$ cat src/rtl/cla_pipe_adder.sv
// Two-stage pipelined carry-lookahead adder/subtractor with valid/ready handshake.
// Define CLA_FLAGS_EN to add registered signed-overflow (out_ovf) and zero (out_zero) outputs.
module cla_pipe_adder #(
  parameter int unsigned WIDTH = 16,
  parameter int unsigned GROUP = 4
) (
  input  logic             clk,
  input  logic             rst,
  input  logic             in_valid,
  output logic             in_ready,
  input  logic [WIDTH-1:0] in_a,
  input  logic [WIDTH-1:0] in_b,
  input  logic             in_cin,
  input  logic             in_sub,
  output logic             out_valid,
  input  logic             out_ready,
  output logic [WIDTH-1:0] out_sum,
  output logic             out_cout
`ifdef CLA_FLAGS_EN
  ,
  output logic             out_ovf,
  output logic             out_zero
`endif
);

  localparam int unsigned NGRP = WIDTH / GROUP;

  // Handshake
  logic s1_valid_d, s1_valid_q, s2_valid_d, s2_valid_q;
  logic adv1, adv2, s1_load, s2_load;

  always_comb begin
    adv2       = ~s2_valid_q | out_ready;
    adv1       = ~s1_valid_q | adv2;
    s1_load    = in_valid & adv1;
    s2_load    = s1_valid_q & adv2;
    s1_valid_d = adv1 ? in_valid : s1_valid_q;
    s2_valid_d = adv2 ? s1_valid_q : s2_valid_q;
  end

  assign in_ready  = adv1;
  assign out_valid = s2_valid_q;

  // Stage 1: bit terms and group lookahead
  logic [WIDTH-1:0]              bx, t_d, p_d, g_d, t_q;
  // Only the low GROUP-1 bits of each group feed the intra-group carries in stage 2.
  logic [NGRP-1:0][GROUP-2:0]    pl_d, gl_d, pl_q, gl_q;
  logic [NGRP-1:0]               pg_d, gg_d, pg_q, gg_q;
  logic                          c0_d, c0_q;

  always_comb begin
    logic acc;
    bx   = in_sub ? ~in_b : in_b;
    c0_d = in_sub | in_cin;
    t_d  = in_a ^ bx;
    p_d  = in_a | bx;
    g_d  = in_a & bx;
    pl_d = '0;
    gl_d = '0;
    pg_d = '0;
    gg_d = '0;
    for (int k = 0; k < NGRP; k++) begin
      pg_d[k] = &p_d[k*GROUP +: GROUP];
      acc = 1'b0;
      for (int j = 0; j < GROUP; j++) begin
        acc = g_d[k*GROUP+j] | (p_d[k*GROUP+j] & acc);
      end
      gg_d[k] = acc;
      for (int j = 0; j < GROUP - 1; j++) begin
        pl_d[k][j] = p_d[k*GROUP+j];
        gl_d[k][j] = g_d[k*GROUP+j];
      end
    end
  end

  always_ff @(posedge clk or posedge rst) begin
    if (rst) begin
      s1_valid_q <= 1'b0;
      t_q        <= '0;
      pl_q       <= '0;
      gl_q       <= '0;
      pg_q       <= '0;
      gg_q       <= '0;
      c0_q       <= 1'b0;
    end else begin
      s1_valid_q <= s1_valid_d;
      if (s1_load) begin
        t_q  <= t_d;
        pl_q <= pl_d;
        gl_q <= gl_d;
        pg_q <= pg_d;
        gg_q <= gg_d;
        c0_q <= c0_d;
      end
    end
  end

  // Stage 2: group carries, intra-group carries, sum
  logic [NGRP:0]    gc;
  logic [WIDTH-1:0] c, sum_d, sum_q;
  logic             cout_d, cout_q;

  always_comb begin
    gc[0] = c0_q;
    for (int k = 0; k < NGRP; k++) begin
      gc[k+1] = gg_q[k] | (pg_q[k] & gc[k]);
    end
    c = '0;
    for (int k = 0; k < NGRP; k++) begin
      c[k*GROUP] = gc[k];
      for (int j = 0; j < GROUP - 1; j++) begin
        c[k*GROUP+j+1] = gl_q[k][j] | (pl_q[k][j] & c[k*GROUP+j]);
      end
    end
    sum_d  = t_q ^ c;
    cout_d = gc[NGRP];
  end

  always_ff @(posedge clk or posedge rst) begin
    if (rst) begin
      s2_valid_q <= 1'b0;
      sum_q      <= '0;
      cout_q     <= 1'b0;
    end else begin
      s2_valid_q <= s2_valid_d;
      if (s2_load) begin
        sum_q  <= sum_d;
        cout_q <= cout_d;
      end
    end
  end

  assign out_sum  = sum_q;
  assign out_cout = cout_q;

`ifdef CLA_FLAGS_EN
  logic a_msb_d, a_msb_q, bx_msb_d, bx_msb_q;
  logic ovf_d, ovf_q, zero_d, zero_q;

  always_comb begin
    a_msb_d  = in_a[WIDTH-1];
    bx_msb_d = bx[WIDTH-1];
    ovf_d    = (a_msb_q == bx_msb_q) & (sum_d[WIDTH-1] != a_msb_q);
    zero_d   = ~|sum_d;
  end

  always_ff @(posedge clk or posedge rst) begin
    if (rst) begin
      a_msb_q  <= 1'b0;
      bx_msb_q <= 1'b0;
      ovf_q    <= 1'b0;
      zero_q   <= 1'b0;
    end else begin
      if (s1_load) begin
        a_msb_q  <= a_msb_d;
        bx_msb_q <= bx_msb_d;
      end
      if (s2_load) begin
        ovf_q  <= ovf_d;
        zero_q <= zero_d;
      end
    end
  end

  assign out_ovf  = ovf_q;
  assign out_zero = zero_q;
`endif

endmodule
$ cat config.mk
export PLATFORM = sky130hd
export DESIGN_NAME = cla_pipe_adder
export DESIGN_NICKNAME = d
export VERILOG_FILES = /design/src/rtl/cla_pipe_adder.sv
export SDC_FILE = /design/constraint.sdc
export NUM_CORES = 1
export LEC_CHECK = 0
export ABC_AREA = 1
export BUFFER_PORTS_ARGS = -buffer_cell sky130_fd_sc_hd__clkbuf_2
export CORE_ASPECT_RATIO = 1.25
export CORE_MARGIN = 5
export CORE_UTILIZATION = 35
export CTS_CLUSTER_DIAMETER = 120
export DETAILED_ROUTE_END_ITERATION = 10
export GPL_ROUTABILITY_DRIVEN = 0
export GPL_TIMING_DRIVEN = 0
export PLACE_DENSITY_LB_ADDON = 0.2
export SLEW_MARGIN = 20
export SYNTH_ARGS = -nofsm -noshare
export SYNTH_HDL_FRONTEND = slang
export SYNTH_SLANG_ARGS = --single-unit
$ cat constraint.sdc
create_clock -name clk -period 2.47 [get_ports clk]
set_input_delay 0.6175 -clock clk [delete_from_list [all_inputs] [get_ports clk]]
set_output_delay 0.6175 -clock clk [all_outputs]
set_load 0.005 [all_outputs]
# Yosys cells after proc, flatten, opt, wreduce, memory -nomap -nowiden
# Cells that the tools add are included.
dict set report totals {
  wordCells 89
  register_bits 68
  output_inout_bits 19
  input_bits 38
}
dict set report classes {
  n_reduce_logical 4
  bitwise_logic 68
  muxes 1
}
# op count
set op_table {}
lappend op_table {{$xor 16x16->16} 2}
lappend op_table {{$or 1x1->1} 31}
lappend op_table {{$and 1x1->1} 30}
lappend op_table {{$and 16x16->16} 1}
lappend op_table {{$mux 16} 1}
lappend op_table {{$not 16->16} 1}
lappend op_table {{$or 16x16->16} 1}
lappend op_table {{$reduce_and 4->1} 4}
lappend op_table {{$not 1->1} 2}

# Longest topological paths before layout
# Gate-level depths: netlist of run 1.
dict set report depth {
  ltp_word 13
  mapped_depth 15
  depth_no_buf 15
}

# Least setup slack after synthesis of run 1
# Ideal clock, no wire load.
dict set report synth_timing {
  kind {input port to flip-flop}
  startpoint {input port in_sub}
  endpoint {register pg_q[2]}
  required_ns 2.360
  setup_slack_ns 0.464
  setup_time_ns 0.110
  n_path_buf 2
  cell_stages 6
  arrival_time_ns 1.895
  cell_sequence {buf_2 > buf_2 > xnor2_1 > ha_1 > or2_2 > o41ai_1}
}
dict set report synth_via {
  elab_chain_cells 3
}
# item line_no
set synth_lines {}
lappend synth_lines {{from (decl)} 14} ;# input logic in_sub,
lappend synth_lines {{$mux 16} 53} ;# bx = in_sub ? ~in_b : in_b;
lappend synth_lines {{$or 16x16->16} 56} ;# p_d = in_a | bx;
lappend synth_lines {{$reduce_and 4->1} 63} ;# pg_d[k] = &p_d[k*GROUP +: GROUP];
lappend synth_lines {{to (signal assigned)} 91} ;# pg_q <= pg_d;
lappend synth_lines {{to (decl)} 48} ;# logic [NGRP-1:0] pg_d, gg_d, pg_q, gg_q;
# No other way between the ends.
# A chain may end at the register's enable or synchronous reset.

# Worst setup path in the final report of run 1
# Ends and elaborated chain as after synthesis.

==> results.toml, run 1 <==
[global_routing]
antenna_found_initial = 0
grt_pass1_wl_um = 14500
overflow = 0
grt_max_degree = 48
grt_pass1_vias = 2899
track_usage_pct = 15.53

[sta]
hold_violations = 0
tightestPinTransition_ns = 0.6150
rsz0062_at_grt = "no"
fin_ws_ns = 0.4246
slew_violations = 0
setup_tns_ns = 0
maxSlewHeadroom_pct = 59.00
hold_slack_ns = 0.2354
setup_violations = 0
period_minus_slack_ns = 2.045
timing.final.crit_share_pct = 82.81
fmax_ghz = 0.4889
clock_skew_ns = 0.004099

[critical_path]
crit_path_start_kind = "input port"
cpPeakStageDelay_ns = 0.40
r2r_end = "t_q[8]$_DFFE_PP0P_"
crit_path_frequent_cell = "buf_2"
cp_slowest_cell = "buf_2"
rr_worst_depth = 6
reg2reg_from = "out_valid$_DFFE_PP0P_"
rrSetupSlack_ns = 0.66
critPathCaptureType = "flip-flop"
crit_type = "in2reg"
path_max_fanout = 10
critical_path_required_ns = 2.67
arrival_ns = 2.25
path_cells = "buf_2 -> buf_2 -> xnor2_1 -> ha_1 -> or2_2 -> o41ai_1"

[clocking]
numClockSinks = 68
root_buffer = "clkbuf_16"
cts_setup_buffers = 0
ctsResizeCount = 0
htree_levels = 3
insertion_delay_ns = 0.33
numCtsBuffers = 9
hold_buffers = 0
clk_pin_slew_ns = 0.05
clockBufferDepth = 2
cts_tree = "yes"

[placement]
preCtsSetupSlack_ns = 0.01535
place_hpwl_um = 6544
io_buffers = 55

[synthesis]
ys_ff_latch = 68
ys.flop_type = "dfrtp_1"
synth_cell_types = 25
synth_warnings = 0
synth_cells = 406
syn_area_per_cell_um2 = 8.829
seq_area_frac_synth_pct = 47.47
synth_edf_count = 0
syn_nets = 476
async_flop_share_pct = 100.0
syn_area_mm2 = 0.003585

[final_layout]
final_cell_mix = "102 x nand2_1, 68 x dfrtp_1, 64 x inv_1"
areaGrowthSynthToFinish_pct = 21.88
drive_gt1_share_pct = 19.67
layout_commonest_cell = "nand2_1"
final_nets = 543
diodes = 0

[power]
ir_drop_v = 0.0003528
p_leak_nw = 2.338
power.total_mw = 3.832
power_per_cell_area_mw_per_mm2 = 876.9

[route]
drc = 0
via_per_inst = 4.558
vias = 2767
wl_um = 8777
wire_per_inst_um = 14.46
drt.antenna.violating_nets = 0
dr.pass1.iters = 4
drt_iter0_drc = 101

[floorplan]
fp-row-count = 41
ios = 57
coreArea_mm2 = 0.01005
initial_core_util_pct = 35.65
die_area_mm2 = 0.01238
die_width_um = 100.5
dieHeight_um = 123.2

[flow_run]
max_cap_viol_count = 0

[outcome]
outcome = "finished clean"

[hold_path]
hp-class = "in2async"
-- worst max path at each step --
stage	startpoint	end	slack, ns	depth (start not counted)
3_5_place_dp	in_sub	pg_q[2]$_DFFE_PP0P_	0.02	6
2_1_floorplan	rst	c0_q$_DFFE_PP0P_	0.14	1
6_report	in_sub	pg_q[2]$_DFFE_PP0P_	0.42	6
5_1_grt	in_sub	gg_q[3]$_DFFE_PP0P_	0.30	9
4_1_cts	in_sub	pg_q[2]$_DFFE_PP0P_	0.36	6
3_3_place_gp	rst	out_sum[9]$_DFFE_PP0P_	-0.77	2
-- registers in the layout, summed over array words and instances, names as in the netlist --
signal	flops
s1_valid_q	1
out_cout	1
gl_q	12
gg_q	4
out_sum	16
pg_q	4
t_q	16
out_valid	1
pl_q	12
c0_q	1
-- cells in the mapped netlist (3+ instances only) --
| cell type | count | area (µm²) |
|---|---|---|
| nor2_1 | 9 | 33.78 |
| a21oi_1 | 9 | 45.04 |
| xor2_1 | 8 | 70.07 |
| dfrtp_1 | 68 | 1702 |
| nand2_1 | 102 | 382.9 |
| buf_2 | 7 | 35.03 |
| or2_2 | 3 | 18.77 |
| o21ai_0 | 44 | 220.2 |
| nand3_1 | 4 | 20.02 |
| o21bai_1 | 3 | 22.52 |
| xnor2_1 | 20 | 175.2 |
| o41ai_1 | 4 | 35.03 |
| inv_1 | 65 | 244.0 |
| ha_1 | 32 | 400.4 |
| nand2_2 | 7 | 43.79 |
| clkbuf_1 | 7 | 26.28 |
| nand2_4 | 3 | 33.78 |
| a22oi_1 | 3 | 22.52 |
-- critical path, delay by kind of cell --
kind | cells | cell delay [ns]
buffers and inverters | 2 | 0.65
adder cells (fa/ha/maj) | 1 | 0.22
XOR/XNOR | 1 | 0.16
AND/OR/NAND/NOR | 1 | 0.31
AO/OA/AOI/OAI | 1 | 0.29
-- final cells by class --
cell class	count	area (µm²)
clock inverters	5	75.07
repair buffers	56	302.8
fillers	1053	5685
multi-input cells	258	1574
clock buffers	11	242.7
well taps	129	161.4
flip-flops and latches	68	1702
inverters	66	250.2
plain buffers	14	61.31
-- logic make-up (layout without fill, tap and decap cells) --
kind of cell,after synthesis,after routing,share of synthesized area (%)
AO/OA/AOI/OAI,68,68,10.58
XOR/XNOR,28,28,6.841
adder cells (fa/ha/maj),32,32,11.17
buffers and inverters,80,152,8.621
flip-flops,68,68,47.47
AND/OR/NAND/NOR,130,130,15.32
-- report_power, final --
part / internal, mW / switching (mW) / leakage [nW]
clock: 0.905 / 0.462 / 0.159
sequential: 1.39 / 0.146 / 0.827
combinational: 0.393 / 0.534 / 1.35
-- through the flow --
stage | util, % | cell area, µm² | instances
finish | 43.45 | 4369 | 607
global route | 43.45 | 4369 | 607
CTS | 43.45 | 4369 | 607
detailed placement | 40.29 | 4051 | 591
global placement | 40.00 | 4021 | 590
floorplan | - | 3585 | 406
-- routing by layer --
metal | track usage [%] | up-vias | routed length, µm
li1 | - | 1394 | -
met1 | 18.46 | 1302 | 3776
met2 | 26.74 | 61 | 4394
met3 | 3.668 | 10 | 403
met4 | 6.655 | 0 | 203
met5 | 0 | - | 0
No activity file was read; power rests on OpenSTA's default activity.
==> inputs of run 2 (changes only) <==
- ABC_AREA: 1 -> 0
- clock period: 2.47 -> 2 ns (I/O delays scaled with it)
==> run 2 against run 1 <==
Against the previous run:
- total power rose by 27%
- clock power up 35%
- via count fell by 0.58%
- worst hold slack got worse by 0.074 ns
- global-route usage fell by 0.20 points
- critical endpoint is now pg_q[0]$_DFFE_PP0P_
- largest power group unchanged
- highest routed layer unchanged
==> results.toml, run 2 <==
[global_routing]
met1_usage_pct = 18.65
grt_max_degree = 28
grt_pass1_wl_um = 15130
grt.busiest_layer = "met2"
grt_pass1_vias = 3012
track_usage_pct = 15.33
grt_util_met2_pct = 25.89
use_met3_pct = 3.025
antenna_found_initial = 0
overflow = 0

[sta]
rsz0062_at_grt = "no"
setup_violations = 0
tightestPinTransition_ns = 0.6104
period_minus_slack_ns = 1.828
fin_ws_ns = 0.1717
hold_violations = 0
fmax_ghz = 0.5470
maxSlewHeadroom_pct = 59.31
setup_tns_ns = 0
slew_violations = 0
clock_skew_ns = 0.003385
timing.final.crit_share_pct = 91.41

[clocking]
cts_tree = "yes"
numClockSinks = 68
clk_pin_slew_ns = 0.05
clockBufferDepth = 2
root_buffer = "clkbuf_16"
cts_setup_buffers = 0
htree_levels = 3
numCtsBuffers = 9
insertion_delay_ns = 0.33

[placement]
dp.cells = 547
place_hpwl_um = 6706
io_buffers = 55
preCtsSetupSlack_ns = -0.2528

[synthesis]
yosysMostFrequentCell = "dfrtp_1"
ys.flop_type = "dfrtp_1"
synth_cells = 358
synth_cell_types = 38
synth_area_leaders = "dfrtp_1 46%, ha_1 11%, mux2_2 7.3%"
synth_commonest_cells = "68 x dfrtp_1, 46 x inv_1, 38 x nand2_1"
async_flop_share_pct = 100.0
syn_nets = 428
synth_top_cell_area_share_pct = 46.12
synth_edf_count = 0
ys_ff_latch = 68
synth_warnings = 0
seq_area_frac_synth_pct = 46.12
syn_area_per_cell_um2 = 10.31
yosysTopAreaCell = "dfrtp_1"
syn_area_mm2 = 0.003690

[route]
wire_per_inst_um = 15.69
drt.antenna.violating_nets = 0
via_per_inst = 4.886
wl_um = 8832
vias = 2751
drt_iter0_drc = 81
drc = 0
dr.pass1.iters = 4

[floorplan]
coreArea_mm2 = 0.01046
die_area_mm2 = 0.01271
ios = 57
die_width_um = 101.8
fp-row-count = 42
dieHeight_um = 124.8
initial_core_util_pct = 35.28

[critical_path]
critPathCaptureType = "flip-flop"
r2r_end = "gl_q[10]$_DFFE_PP0P_"
reg2reg_from = "s1_valid_q$_DFFE_PP0N_"
crit_path_start_kind = "input port"
cp-endpoint = "pg_q[0]$_DFFE_PP0P_"
arrival_ns = 2.08
crit_type = "in2reg"
rr_worst_depth = 5
critical_path_required_ns = 2.25
crit_start = "in_sub"
path_max_fanout = 10
rrSetupSlack_ns = 0.24

[final_layout]
final_cell_mix = "68 x dfrtp_1, 55 x clkbuf_2, 45 x inv_1"
layout_commonest_cell = "dfrtp_1"
diodes = 0
utilization_pct = 43.36
stdcell_count = 563
fillers = 1018
final_nets = 496
areaGrowthSynthToFinish_pct = 22.89
drive_gt1_share_pct = 25.29

[hold_path]
hp-class = "in2async"

[power]
power_per_cell_area_mw_per_mm2 = 1074
ir_drop_v = 0.0003877
p_leak_nw = 2.264

[outcome]
outcome = "finished clean"

[flow_run]
max_cap_viol_count = 0
## run 2: critical path: stages
cell,delay (ns)
clkbuf_4,0.20
buf_6,0.22
xor2_1,0.20
inv_1,0.06
ha_1,0.21
or4_1,0.55
o21ai_1,0.13
## run 2: repair_timing
item                       in CTS  in global routing
setup endpoints to repair       0                  3
resized for setup               0                  1
hold buffers                    0                  0
## run 2: where the power goes
part	switching, mW	leakage (nW)	internal, mW
sequential	0.225	0.817	1.70
combinational	0.556	1.27	0.536
clock	0.564	0.173	1.28
total	1.35	2.26	3.52
## run 2: area by class of cell
type | instances | area [µm²] | area share [%]
buffer | 13 | 67.56 | 1.490
multi-input combinational | 231 | 1757 | 38.74
tap | 132 | 165.2 | 3.642
inverter | 46 | 176.4 | 3.891
clock buffer | 12 | 256.5 | 5.657
sequential | 68 | 1702 | 37.53
clock inverter | 4 | 95.09 | 2.097
timing repair buffer | 57 | 315.3 | 6.954
## run 2: cell families (layout without fill, tap and decap cells)
logic type      after synthesis  count (layout)  synth area share (%)
compound gates               80              80                 14.28
simple gates                 70              70                 9.224
flops                        68              68                 46.12
buf+inv                      59             132                 6.274
fa+ha+maj                    32              32                 10.85
xor+xnor                     25              25                 5.934
mux                          24              24                 7.325
## run 2: layer usage
| metal | vias up | part of all wire, % | wire, µm |
|---|---|---|---|
| met5 | - | 0 | 0 |
| met4 | 0 | 2.5 | 224 |
| met3 | 13 | 3.5 | 313 |
| met2 | 55 | 51 | 4481 |
| met1 | 1335 | 43 | 3812 |
| li1 | 1348 | - | - |
## run 2: per-stage QoR
step           instance area, µm²  hold WS (ns)  total power [mW]
3_5_place_dp                 4180        0.4704             3.066
6_report                     4534        0.1609             4.869
5_1_grt                      4534        0.1904             5.174
2_1_floorplan                3700        0.4446             2.609
4_1_cts                      4532        0.1653             4.935
3_3_place_gp                 4140        0.4653             3.022
## run 2: worst min path at each step
stage | depth (start not counted) | slack, ns | end
after floorplan | 2 | 0.44 | pl_q[10]$_DFFE_PP0P_
after global placement | 2 | 0.47 | pl_q[6]$_DFFE_PP0P_
after detailed placement | 2 | 0.47 | out_sum[14]$_DFFE_PP0P_
after CTS | 2 | 0.17 | pl_q[4]$_DFFE_PP0P_
after global routing | 2 | 0.19 | out_sum[5]$_DFFE_PP0P_
final | 2 | 0.16 | out_sum[4]$_DFFE_PP0P_
==> inputs of run 3 (changes only) <==
- CTS_BUF_LIST: default -> sky130_fd_sc_hd__clkbuf_8 sky130_fd_sc_hd__clkbuf_16
==> run 3 against run 2 <==
Against the previous run:
- non-clock buffer count unchanged
- clock power hardly changed
- die area unchanged
- first-iteration DRC count is the same
- cell area stayed put
- combinational power about the same
- routed wire length about the same
- sequential share of layout area unchanged
- clock skew hardly changed
- critical path type unchanged
- largest cell class unchanged
==> results.toml, run 3 (same netlist as run 2, synthesis figures left out) <==
[flow_run]
max_cap_viol_count = 0

[sta]
hold_violations = 0
setup_violations = 0
fmax_ghz = 0.5469
maxSlewHeadroom_pct = 59.28
hold_slack_ns = 0.1610
period_minus_slack_ns = 1.828
slew_violations = 0
tightestPinTransition_ns = 0.6108
clock_skew_ns = 0.003385
setup_tns_ns = 0
timing.final.crit_share_pct = 91.42
rsz0062_at_grt = "no"

[floorplan]
coreArea_mm2 = 0.01046
fp-row-count = 42
die_width_um = 101.8
initial_core_util_pct = 35.28
dieHeight_um = 124.8
die_area_mm2 = 0.01271
ios = 57

[clocking]
clk_pin_slew_ns = 0.05
insertion_delay_ns = 0.33
root_buffer = "clkbuf_16"
ctsResizeCount = 0
cts_tree = "yes"
numClockSinks = 68
numCtsBuffers = 9
clockBufferDepth = 2
htree_levels = 3
hold_buffers = 0
cts_setup_buffers = 0

[route]
dr.pass1.iters = 4
highest_layer = "met4"
wl_met1_um = 3818
wire_per_inst_um = 15.70
drt_iter0_drc = 81
drc = 0
wl_met3_um = 308
wl_met2_um = 4486
drt.antenna.violating_nets = 0
vias = 2751
wl_um = 8837
via_per_inst = 4.886

[critical_path]
crit_start = "in_sub"
worst-path-stages = 7
critPathCaptureType = "flip-flop"
path_max_fanout = 10
crit_path_start_kind = "input port"
cp_slowest_cell = "or4_1"
rrSetupSlack_ns = 0.24
path_cells = "clkbuf_4 -> buf_6 -> xor2_1 -> inv_1 -> ha_1 -> or4_1 -> o21ai_1"
crit_type = "in2reg"
cp-endpoint = "pg_q[0]$_DFFE_PP0P_"
cpPeakStageDelay_ns = 0.55
reg2reg_from = "s1_valid_q$_DFFE_PP0N_"
cp_top_family = "simple AND/OR/NAND/NOR gates"
rr_worst_depth = 5
critical_path_required_ns = 2.25
arrival_ns = 2.08
path_buf_inv = 3
r2r_end = "gl_q[10]$_DFFE_PP0P_"

[final_layout]
layout_commonest_cell = "dfrtp_1"
drive_gt1_share_pct = 25.29
final_cell_mix = "68 x dfrtp_1, 55 x clkbuf_2, 46 x inv_1"
final_nets = 496
fin_area_mm2 = 0.004534
stdcell_count = 563
diodes = 0
fillers = 1018
areaGrowthSynthToFinish_pct = 22.89

[global_routing]
grt_max_degree = 28
grt_pass1_vias = 3012
overflow = 0
track_usage_pct = 15.33
grt_pass1_wl_um = 15130
antenna_found_initial = 0

[power]
power.total_mw = 4.864
power_per_cell_area_mw_per_mm2 = 1073
p_leak_nw = 2.269
ir_drop_v = 0.0003875

[placement]
place_hpwl_um = 6706
io_buffers = 55
place_area_mm2 = 0.004180
dp.cells = 547

[hold_path]
hp-class = "in2async"

[outcome]
outcome = "finished clean"
## run 3: final cells by class
type / instances / area, µm² / share of cell area, %
plain buffers: 13 / 67.56 / 1.490
clock inverters: 5 / 98.84 / 2.180
multi-input cells: 231 / 1757 / 38.74
clock buffers: 11 / 252.7 / 5.574
well taps: 132 / 165.2 / 3.642
inverters: 46 / 176.4 / 3.891
repair buffers: 57 / 315.3 / 6.954
flip-flops and latches: 68 / 1702 / 37.53
## run 3: where the power goes
part	switching, mW	leakage (nW)	internal, mW	total (mW)
Sequential	0.225	0.817	1.70	1.93
Clock	0.564	0.177	1.28	1.84
Combinational	0.556	1.27	0.536	1.09
## run 3: worst min-delay path by stage
stage | from | to | slack (ns) | cells after the start
2_1_floorplan | pl_q[10]$_DFFE_PP0P_ | pl_q[10]$_DFFE_PP0P_ | 0.44 | 2
3_3_place_gp | pl_q[6]$_DFFE_PP0P_ | pl_q[6]$_DFFE_PP0P_ | 0.47 | 2
3_5_place_dp | out_sum[14]$_DFFE_PP0P_ | out_sum[14]$_DFFE_PP0P_ | 0.47 | 2
4_1_cts | rst | pl_q[4]$_DFFE_PP0P_ | 0.17 | 2
5_1_grt | rst | out_sum[5]$_DFFE_PP0P_ | 0.19 | 2
6_report | rst | out_sum[4]$_DFFE_PP0P_ | 0.16 | 2
## run 3: through the flow
step           utilization [%]  worst slack (ns)
2_1_floorplan                -           0.01845
6_report                 43.36            0.1717
4_1_cts                  43.34           0.07360
3_5_place_dp             39.97           -0.2528
5_1_grt                  43.36           0.03406
3_3_place_gp             39.59           -0.2390
## run 3: per-layer routing
layer	track usage, %	vias up
met5	0	-
met4	6.641	0
met3	3.025	13
met2	25.89	52
met1	18.65	1338
li1	-	1348
